[config.mk]
export PLATFORM = sky130hd
export DESIGN_NAME = fp_unit_arbiter
export DESIGN_NICKNAME = d
export VERILOG_FILES = /design/src/rtl/fp_unit_arbiter.sv
export SDC_FILE = /design/constraint.sdc
export NUM_CORES = 1
export LEC_CHECK = 0
export CAP_MARGIN = 25
export CORE_AREA = 5 5 160 162
export DETAILED_ROUTE_END_ITERATION = 7
export DIE_AREA = 0 0 165 167
export GPL_TIMING_DRIVEN = 0
export PLACE_DENSITY_LB_ADDON = 0.1
export SYNTH_ARGS = -nofsm -noshare
export SYNTH_HDL_FRONTEND = slang
export SYNTH_SLANG_ARGS = --single-unit
[constraint.sdc]
create_clock -name iClk -period 1.9 [get_ports iClk]
set_clock_uncertainty 0.1 [all_clocks]
set_input_delay 0.285 -clock iClk [delete_from_list [all_inputs] [get_ports iClk]]
set_output_delay 0.285 -clock iClk [all_outputs]
set_load 0.02 [all_outputs]
[src/rtl/fp_unit_arbiter.sv]
// fp_unit_arbiter: round-robin sharing of one FP_Unit among NUM_REQ requesters,
// with latched operands, start/stall sequencing, done/err pulses and a hang timeout.
module fp_unit_arbiter #(
   parameter int NUM_REQ = 4,
   parameter int TIMEOUT = 255
) (
   input  logic                   iClk,
   input  logic                   iReset_n,
   input  logic [NUM_REQ-1:0]     iReq,
   input  logic [2*NUM_REQ-1:0]   iOp,
   input  logic [32*NUM_REQ-1:0]  iRs1,
   input  logic [32*NUM_REQ-1:0]  iRs2,
   output logic [NUM_REQ-1:0]     oGnt,
   output logic [NUM_REQ-1:0]     oDone,
   output logic [NUM_REQ-1:0]     oErr,
   output logic [31:0]            oResult,
   output logic                   oBusy,
   output logic                   oFpuStart,
   output logic [1:0]             oFpuOp,
   output logic [31:0]            oFpuRs1,
   output logic [31:0]            oFpuRs2,
   input  logic [31:0]            iFpuData,
   input  logic                   iFpuStall
);
   localparam int PW = $clog2(NUM_REQ);
   typedef enum logic [1:0] {IDLE, ISSUE, WAIT, DONE} state_t;
   state_t state, state_n;
   logic [PW-1:0] ptr, own, win;
   logic found, err, timeout_hit;
   logic [7:0] cnt;
   // first requester at or above ptr, wrapping around
   always_comb begin
      win = '0;
      found = 1'b0;
      for (int i = 0; i < NUM_REQ; i++)
         if (!found && iReq[(int'(ptr) + i) % NUM_REQ]) begin
            win = PW'((int'(ptr) + i) % NUM_REQ);
            found = 1'b1;
         end
   end
   assign timeout_hit = (TIMEOUT != 0) && (cnt + 8'd1 == 8'(TIMEOUT));
   always_ff @(posedge iClk or negedge iReset_n)
      if (!iReset_n) state <= IDLE;
      else state <= state_n;
   always_comb begin
      state_n = state;
      case (state)
         IDLE:    state_n = found ? ISSUE : IDLE;
         ISSUE:   state_n = WAIT;
         WAIT:    state_n = (!iFpuStall || timeout_hit) ? DONE : WAIT;
         default: state_n = IDLE;
      endcase
   end
   always_ff @(posedge iClk or negedge iReset_n)
      if (!iReset_n) begin
         ptr       <= '0;
         own       <= '0;
         err       <= 1'b0;
         cnt       <= '0;
         oGnt      <= '0;
         oResult   <= '0;
         oFpuStart <= 1'b0;
         oFpuOp    <= '0;
         oFpuRs1   <= '0;
         oFpuRs2   <= '0;
      end else begin
         case (state)
            IDLE: if (found) begin
               own     <= win;
               oGnt    <= {{(NUM_REQ-1){1'b0}}, 1'b1} << win;
               oFpuOp  <= iOp[2*win +: 2];
               oFpuRs1 <= iRs1[32*win +: 32];
               oFpuRs2 <= iRs2[32*win +: 32];
               err     <= 1'b0;
            end
            ISSUE: begin
               oFpuStart <= 1'b1;
               cnt       <= '0;
            end
            WAIT: if (!iFpuStall) begin
               oResult   <= iFpuData;
               oFpuStart <= 1'b0;
            end else begin
               cnt <= cnt + 8'd1;
               if (timeout_hit) begin
                  oFpuStart <= 1'b0;
                  err       <= 1'b1;
               end
            end
            default: begin
               ptr  <= (own == PW'(NUM_REQ - 1)) ? '0 : own + 1'b1;
               oGnt <= '0;
            end
         endcase
      end
   assign oBusy = state != IDLE;
   assign oDone = (state == DONE && !err) ? oGnt : '0;
   assign oErr  = (state == DONE && err) ? oGnt : '0;
endmodule

=== Yosys cells after proc, flatten, opt, wreduce, memory -nomap -nowiden ===
Cells that the tools add are included.

* Register bits after elaboration: 118
* Input port bits: 303
* Output and inout port bits: 112
* Logic and storage cells: 100

* Mux-type cells: 36
* Shift-type cells: 4
* Eq/ne operators: 9
* Bitwise gates (word level): 5
* Magnitude comparators: 4
* Reductions and logical operators: 26
* Add/subtract/negate cells: 5

{| class="wikitable"
|+ Operators with widths
! operator !! count
|-
| variable part select 128 x 8 -> 32 bit || 2
|-
| 2-to-1 mux 1 bit || 18
|-
| case mux 8 bit (2 select lines) || 1
|-
| < comparator 3 x 4 -> 1 bit (second input constant) || 3
|-
| 2-to-1 mux 4 bit || 3
|-
| 2-to-1 mux 2 bit || 5
|-
| AND reduction 2 bit || 5
|-
| adder 8 x 1 -> 8 bit (second input constant) || 1
|-
| binary-select mux 1 bit (select 2 bit) || 4
|-
| equality test 8 bit (second input constant) || 1
|-
| 2-to-1 mux 8 bit || 1
|-
| case mux 4 bit (2 select lines) || 1
|-
| OR reduction 2 bit || 4
|-
| variable part select 8 x 4 -> 2 bit || 1
|-
| equality test 2 bit (second input constant) || 3
|-
| inequality test 2 bit (second input constant) || 3
|-
| case mux 2 bit (3 select lines) || 1
|-
| nonzero test 2 bit || 3
|-
| logical AND 1 bit || 5
|-
| zero test 1 bit || 5
|-
| adder 2 x 1 -> 2 bit (second input constant) || 2
|-
| adder 2 bit (second input constant) || 2
|-
| case mux 1 bit (2 select lines) || 2
|-
| AND reduction 4 bit || 1
|-
| 9 further kinds || 12
|}

=== Longest topological paths before layout ===
Gate-level depths: netlist of run 1.

* Depth in word-level cells: 17
* Depth in mapped cells: 9
* Gate-level depth less buffers: 6

=== Worst setup path before layout of run 1 ===
Ideal clock, no wire load.

* Path type: register to register
* From: reg state[0]
* To: reg oResult[10]
* Cell stages (with the launch flop): 8
* Arrival time: 1841 ps
* Setup time: 125 ps
* Path buffers: 2
* Data required time: 1675 ps
* Clock period less this slack: 2066 ps
* Path slack: -166 ps
* Cells stage by stage: dfrtp_1 -> inv_1 -> ha_1 -> buf_2 -> clkinv_1 -> nor2_2 -> buf_2 -> mux2_2

* Cells in the longest elaborated chain, start to end: 2

{| class="wikitable"
|+ RTL lines
! item !! line !! RTL
|-
| start, declared || 27 || <nowiki>state_t state, state_n;</nowiki>
|-
| start signal, assigned || 44 || <nowiki>else state <= state_n;</nowiki>
|-
| equality test 2 bit || 67 || <nowiki>case (state)</nowiki>
|-
| AND reduction 2 bit (no line) || n/a ||
|-
| end signal, assigned || 81 || <nowiki>oResult <= iFpuData;</nowiki>
|-
| end, declared || 16 || <nowiki>output logic [31:0] oResult,</nowiki>
|}

Every way passes these cells.
A chain may end at the register's enable or synchronous reset.

=== Worst setup path in the final report of run 1 ===
* From: reg ptr[0]
* To: reg oFpuRs2[12]

* Cells in the longest elaborated chain, start to end: 13
* Elaborated cells between the ends (all ways): 30
* Those cells by class: add/sub (3); shift (1); mux (19); reduce/logical (7)

{| class="wikitable"
|+ RTL lines
! item !! line !! RTL
|-
| start, declared || 28 || <nowiki>logic [PW-1:0] ptr, own, win;</nowiki>
|-
| start signal, assigned || 91 || <nowiki>ptr <= (own == PW'(NUM_REQ - 1)) ? '0 : own + 1'b1;</nowiki>
|-
| adder 2 x 1 -> 2 bit or binary-select mux 1 bit (select 2 bit) (tied branches) || 36, 37 ||
|-
| binary-select mux 1 bit (select 2 bit) or 2-to-1 mux 1 bit (tied branches) || 36 || <nowiki>if (!found && iReq[(int'(ptr) + i) % NUM_REQ]) begin</nowiki>
|-
| 2-to-1 mux 1 bit (not written as such) || 36 ||
|-
| 2-to-1 mux 1 bit (not written as such) or zero test 1 bit (tied branches) || 36 ||
|-
| logical AND 1 bit || 36 ||
|-
| 2-to-1 mux 1 bit || 36 ||
|-
| zero test 1 bit || 36 ||
|-
| logical AND 1 bit || 36 ||
|-
| 2-to-1 mux 1 bit || 36 ||
|-
| zero test 1 bit || 36 ||
|-
| logical AND 1 bit || 36 ||
|-
| 2-to-1 mux 2 bit or 2-to-1 mux 1 bit (tied branches) || 36 ||
|-
| variable part select 128 x 8 -> 32 bit or AND reduction 2 bit (tied branches) || n/a ||
|-
| end signal, assigned || 73 || <nowiki>oFpuRs2 <= iRs2[32*win +: 32];</nowiki>
|-
| end, declared || 21 || <nowiki>output logic [31:0] oFpuRs2,</nowiki>
|}

Parallel ways exist; a longest one is shown, timed or not. The select of a mux whose other input is x is not followed.

==> results.py, run 1 <==
metrics = {
    "drt": {
        "wirelength_mm": 30.1,
        "vias_per_cell": 4.90,
        "vias": 6798,
        "wire_per_inst_um": 21.7,
        "drt_pass1_iterations": 8,
        "ant_nets": 0,
        "drc": 16,
        "first_iter_violations": 404,
    },
    "flow_run": {
        "cap_violations": 0,
    },
    "final_layout": {
        "antenna_cells": 0,
        "multi_input_area_um2": 2770,
        "area_delta_synth_final_pct": 96.7,
        "fin_util": 0.488,
        "regArea_um2": 2950,
        "fillers": 2320,
        "final_area_um2": 11700,
        "drive_above_1_share": 0.176,
        "fin_cells": 1386,
        "nets": 1359,
    },
    "yosys": {
        "yosysTopAreaCell": "dfrtp_1",
        "synth_area_per_cell_um2": 10.1,
        "synth_commonest_cells": "139 x a21oi_1, 118 x dfrtp_1, 75 x nor2_1, 66 x a222oi_1, 34 x mux2_2",
        "postSynth.asyncResetShare": 1.00,
        "netlist_top_cells_area": "dfrtp_1 50%, a21oi_1 12%, a222oi_1 11%, mux2_2 6.4%, nor2_1 4.7%",
        "synth_edf_count": 0,
        "yosysSeqAreaShare": 0.496,
        "synth_flop_cell": "dfrtp_1",
        "syn_area_um2": 5950,
        "synth_top_area_share": 0.496,
        "synth-seq-cells": 118,
        "synth.distinct_cells": 42,
        "synth_cells": 588,
        "yosysWarnings": 0,
        "post-synth-top-count-cell": "a21oi_1",
        "synth_nets": 898,
    },
    "global_routing": {
        "grt_pass1_wl_mm": 43.4,
        "antenna_found_initial": 1,
        "grt_overflow": 0,
        "grt_max_degree": 81,
        "grt_pass1_vias": 7093,
        "grt_usage": 0.209,
    },
    "place": {
        "numPortBuffers": 409,
        "gp_congestion": 0.811,
        "pre_cts_ws_ns": -0.740,
        "dp_cells": 1322,
        "hpwl_mm": 22.9,
        "place_area_um2": 10500,
    },
    "sta": {
        "worst_slack_ns": -0.235,
        "hold_slack_ns": 0.198,
        "setup_violations": 69,
        "setup_tns_ns": -6.50,
        "layout_min_cycle_time_ns": 2.14,
        "worst_pin_slew_ns": 0.627,
        "fmax_mhz": 468,
        "timing.slew.headroom": 0.582,
        "rsz0062_at_grt": "yes",
        "hold_viol_final": 0,
        "timing.final.crit_share": 1.12,
        "finalMaxSlewViolations": 0,
    },
    "clock_tree": {
        "clock-sinks": 118,
        "path_clk_slew_ns": 0.06,
        "clock_path_buffers": 2,
        "cts_buffers": 17,
        "tritoncts": "built",
        "insertion_delay_ns": 0.41,
        "clockRootBuffer": "clkbuf_16",
        "h-tree-depth": 4,
    },
    "critical_path": {
        "crit_path_start_kind": "register",
        "end_kind": "register",
        "arrival_ns": 2.30,
        "worst-path-max-fanout": 5,
        "crit_type": "register to register",
        "crit_required_ns": 2.06,
    },
    "pwr": {
        "vdd_drop_max_mv": 0.531,
        "total_power_mw": 18.6,
        "p_leak_nw": 4.74,
        "powerDensity_nw_per_um2": 1590,
    },
    "run_status": {
        "violations": "DRC, setup timing",
        "outcome": "finished with violations",
    },
    "min_path": {
        "min_path_type": "input pin to register",
    },
    "floorplan": {
        "die-area_um2": 27600,
        "die-height_um": 167,
        "die_w_um": 165,
        "rows": 57,
        "ios": 415,
        "core_um2": 24000,
        "start_util": 0.248,
    },
}
[power by group]
group          switching [mW]  leakage [nW]  internal [mW]
registers               0.710          1.38           3.75
logic                    5.43          3.04           5.01
clock network            1.31         0.326           2.37
[area by class of cell]
class	instances	share of cell area
inverters	7	0.00289
multi-input cells	407	0.236
clock buffers	17	0.0364
well taps	324	0.0346
plain buffers	55	0.0384
flip-flops and latches	118	0.252
repair buffers	443	0.378
clock inverters	15	0.0207
[kinds of logic after synthesis]
| family | share of synthesized area |
|---|---|
| muxes | 0.0643 |
| xor gates and xnor gates | 0.00147 |
| and+or+nand+nor | 0.0929 |
| DFF | 0.496 |
| buffers and inverters | 0.0597 |
| adders and majority gates | 0.0147 |
| AOI/OAI and AO/OA | 0.271 |
[path summary, 6_finish.rpt]
path | startpoint | endpoint | slack, ns | cells past startpoint
max in group asynchronous | iReset_n | oFpuRs1[22] | 0.67 | 3
max reg2reg | ptr[0] | oFpuRs2[12] | -0.24 | 7
max | ptr[0] | oFpuRs2[12] | -0.24 | 7
min in group asynchronous | iReset_n | oResult[25] | 0.25 | 2
min reg2reg | cnt[7] | cnt[7] | 0.39 | 1
min | iReq[2] | own[1] | 0.20 | 3
[cell usage in the layout, fill, tap and decap left out, types with 4 or more instances in the layout]
| cell | n |
|---|---|
| clkbuf_1 | 5 |
| a21oi_1 | 136 |
| clkbuf_2 | 5 |
| clkbuf_16 | 17 |
| mux2_2 | 34 |
| inv_1 | 4 |
| nand2_1 | 15 |
| bufinv_16 | 5 |
| o21ai_0 | 17 |
| dfrtp_1 | 118 |
| clkinv_4 | 6 |
| a222oi_1 | 66 |
| dlygate4sd2_1 | 4 |
| clkdlybuf4s50_1 | 395 |
| buf_2 | 16 |
| and3_4 | 5 |
| buf_6 | 39 |
| ha_1 | 4 |
| o21ai_1 | 4 |
| and2_4 | 4 |
| nor2_1 | 73 |
| buf_4 | 24 |
[routing by layer]
metal / vias up / track usage / wire, um
li1: 3175 / - / -
met1: 3289 / 0.248 / 11700
met2: 308 / 0.372 / 15500
met3: 26 / 0.0564 / 2390
met4: 0 / 0.0539 / 437
met5: - / 0 / 0
[flip-flops by register name, summed over array words and instances (netlist names)]
| signal | cells |
|---|---|
| cnt | 8 |
| err | 1 |
| oFpuOp | 2 |
| oFpuRs1 | 32 |
| oFpuRs2 | 32 |
| oFpuStart | 1 |
| oGnt | 4 |
| oResult | 32 |
| own | 2 |
| ptr | 2 |
| state | 2 |
[what timing repair did]
| action | in CTS | in global routing |
|---|---|---|
| cloned | 7 | 0 |
| setup buffers | 17 | 8 |
| pin swaps | 63 | 34 |
| resized for setup | 121 | 42 |
| hold buffers | 1 | 0 |
| endpoints found under the hold margin | 38 | 0 |
| setup endpoints to repair | 112 | 112 |
[worst max-delay path, stage by stage, from the launching register on]
cell and delay [ns]:
dfrtp_1 0.39, buf_6 0.13, nor2b_4 0.12, a31oi_4 0.18
o31ai_4 0.15, buf_6 0.17, a222oi_1 0.59, a21oi_1 0.14
Note: power is estimated with default switching activity, not from simulation.
==> inputs of run 2 (changes only) <==
==> constraint.sdc (replaced) <==
create_clock -name iClk -period 1.9 [get_ports iClk]
set_clock_uncertainty 0.1 [all_clocks]
set_input_delay 0.38 -clock iClk [delete_from_list [all_inputs] [get_ports iClk]]
set_output_delay 0.38 -clock iClk [all_outputs]
set_load 0.02 [all_outputs]
==> run 2 against run 1 <==
Effect of this change: the flow still finishes with violations (DRC, setup timing); worst setup slack better by 0.0028 ns; clock power about the same; core utilization down 0.12 points; sequential share of layout area up 0.073 points; flip-flop and latch count unchanged; global-route usage about the same; non-clock buffer count down 5; power down 2.8%; cell area down 0.25%; register-to-register slack about the same.
==> results.py, run 2 (same netlist as run 1, synthesis figures left out) <==
metrics = {
    "sta": {
        "fmax_mhz": 469,
        "layout_min_cycle_time_ns": 2.13,
        "timing.slew.headroom": 0.577,
        "finalMaxSlewViolations": 0,
        "hold_viol_final": 0,
        "timing.final.crit_share": 1.12,
        "setup_violations": 69,
        "rsz0062_at_grt": "yes",
        "worst_slack_ns": -0.233,
        "worst_pin_slew_ns": 0.635,
    },
    "clock_tree": {
        "cts_buffers": 17,
        "clockRootBuffer": "clkbuf_16",
        "tritoncts": "built",
        "clock-sinks": 118,
        "path_clk_slew_ns": 0.06,
        "h-tree-depth": 4,
        "clock_path_buffers": 2,
        "insertion_delay_ns": 0.41,
    },
    "pwr": {
        "vdd_drop_max_mv": 0.525,
        "p_leak_nw": 5.04,
        "powerDensity_nw_per_um2": 1550,
    },
    "final_layout": {
        "drive_above_1_share": 0.171,
        "final_area_um2": 11700,
        "final_cell_mix": "315 x clkdlybuf4s50_1, 136 x a21oi_1, 117 x dfrtp_1",
        "area_delta_synth_final_pct": 96.2,
        "reg_top3": "oFpuRs1: 32 flops, oFpuRs2: 32 flops, oResult: 32 flops",
        "antenna_cells": 0,
        "fin_cells": 1381,
        "nets": 1354,
        "layout_commonest_cell": "clkdlybuf4s50_1",
    },
    "drt": {
        "vias_per_cell": 4.91,
        "drt_pass1_iterations": 8,
        "first_iter_violations": 419,
        "dr_wl_met2_mm": 15.4,
        "vias": 6787,
        "ant_nets": 0,
        "wl_met3_mm": 2.38,
        "wirelength_mm": 30.1,
        "wire_per_inst_um": 21.8,
        "routedLengthMet1_mm": 11.8,
        "top_layer": "met4",
        "drc": 2,
    },
    "critical_path": {
        "end_kind": "register",
        "crit_type": "register to register",
        "worst-path-max-fanout": 5,
        "arrival_ns": 2.29,
        "crit_required_ns": 2.06,
        "crit_path_start_kind": "register",
    },
    "global_routing": {
        "grt_overflow": 0,
        "grt_pass1_vias": 7080,
        "grt_pass1_wl_mm": 43.4,
        "grt_usage": 0.209,
        "antenna_found_initial": 1,
        "grt_max_degree": 81,
    },
    "floorplan": {
        "rows": 57,
        "core_um2": 24000,
        "die_w_um": 165,
        "die-area_um2": 27600,
        "ios": 415,
        "start_util": 0.248,
        "die-height_um": 167,
    },
    "flow_run": {
        "cap_violations": 0,
    },
    "place": {
        "numPortBuffers": 409,
        "dp_cells": 1322,
        "hpwl_mm": 22.9,
        "gp_congestion": 0.811,
        "place_area_um2": 10500,
    },
    "run_status": {
        "outcome": "finished with violations",
        "violations": "DRC, setup timing",
    },
    "min_path": {
        "min_path_type": "input pin to register",
    },
}
## run 2: cell types whose count changed in the layout (fill, tap and decap cells not counted), sizes merged
cell | before | now
clkbuf | 31 | 30
clkdlybuf4s50 | 395 | 315
inv | 11 | 10
dlymetal6s2s | 0 | 35
dlygate4sd2 | 4 | 49
clkinv | 6 | 7
buf | 84 | 80
## run 2: per-stage QoR
step,TNS (ns),hold slack (ns),setup WS [ns],total power [mW],util
after CTS,-9.36,0.283,-0.250,18.2,0.479
after detailed placement,-42.58,0.222,-0.740,14.1,0.438
final,-6.81,0.294,-0.233,18.0,0.487
after floorplan,0,-0.0156,0.0165,9.48,-
after global routing,-14.96,0.293,-0.330,19.2,0.487
after global placement,-610.68,0.377,-4.86,14.1,0.436
## run 2: final cells by class
| type | instances | area, um^2 |
|---|---|---|
| timing repair buffer | 438 | 4410 |
| sequential | 118 | 2950 |
| buffer | 55 | 443 |
| clock inverter | 15 | 243 |
| multi-input combinational | 407 | 2760 |
| clock buffer | 17 | 425 |
| tap | 324 | 405 |
| inverter | 7 | 31.3 |
| fill | 2333 | 12300 |
## run 2: worst max-delay path: stages (launching register included)
cell,delay [ns]
dfrtp_1,0.39
buf_6,0.13
nor2b_4,0.12
a31oi_4,0.18
o31ai_4,0.15
buf_6,0.17
a222oi_1,0.59
a21oi_1,0.13
## run 2: worst paths after layout
| check | start | end | slack, ns | depth (start not counted) |
|---|---|---|---|---|
| worst min-delay path | iReq[2] | own[1] | 0.29 | 3 |
| worst max-delay path | ptr[0] | oFpuRs2[15] | -0.23 | 7 |
| max in group asynchronous | iReset_n | oFpuRs1[22] | 0.58 | 3 |
| worst max register to register | ptr[0] | oFpuRs2[15] | -0.23 | 7 |
| min in group asynchronous | iReset_n | oResult[25] | 0.35 | 2 |
| worst min register to register | cnt[7] | cnt[7] | 0.38 | 1 |
## run 2: power breakdown
group / internal [mW] / leakage [nW] / switching [mW]
clock network: 2.37 / 0.326 / 1.31
logic: 4.52 / 3.34 / 5.42
registers: 3.75 / 1.38 / 0.682
## run 2: repair_timing
action	in CTS	in global routing
resized for setup	161	75
pin swaps	64	35
cloned	7	0
setup buffers	18	2
setup endpoints to repair	158	151
hold buffers	1	0
endpoints found under the hold margin	38	0
## run 2: routing by layer
layer	GRT usage	up-vias
met5	0	-
li1	-	3163
met2	0.371	302
met4	0.0539	0
met3	0.0566	32
met1	0.248	3290
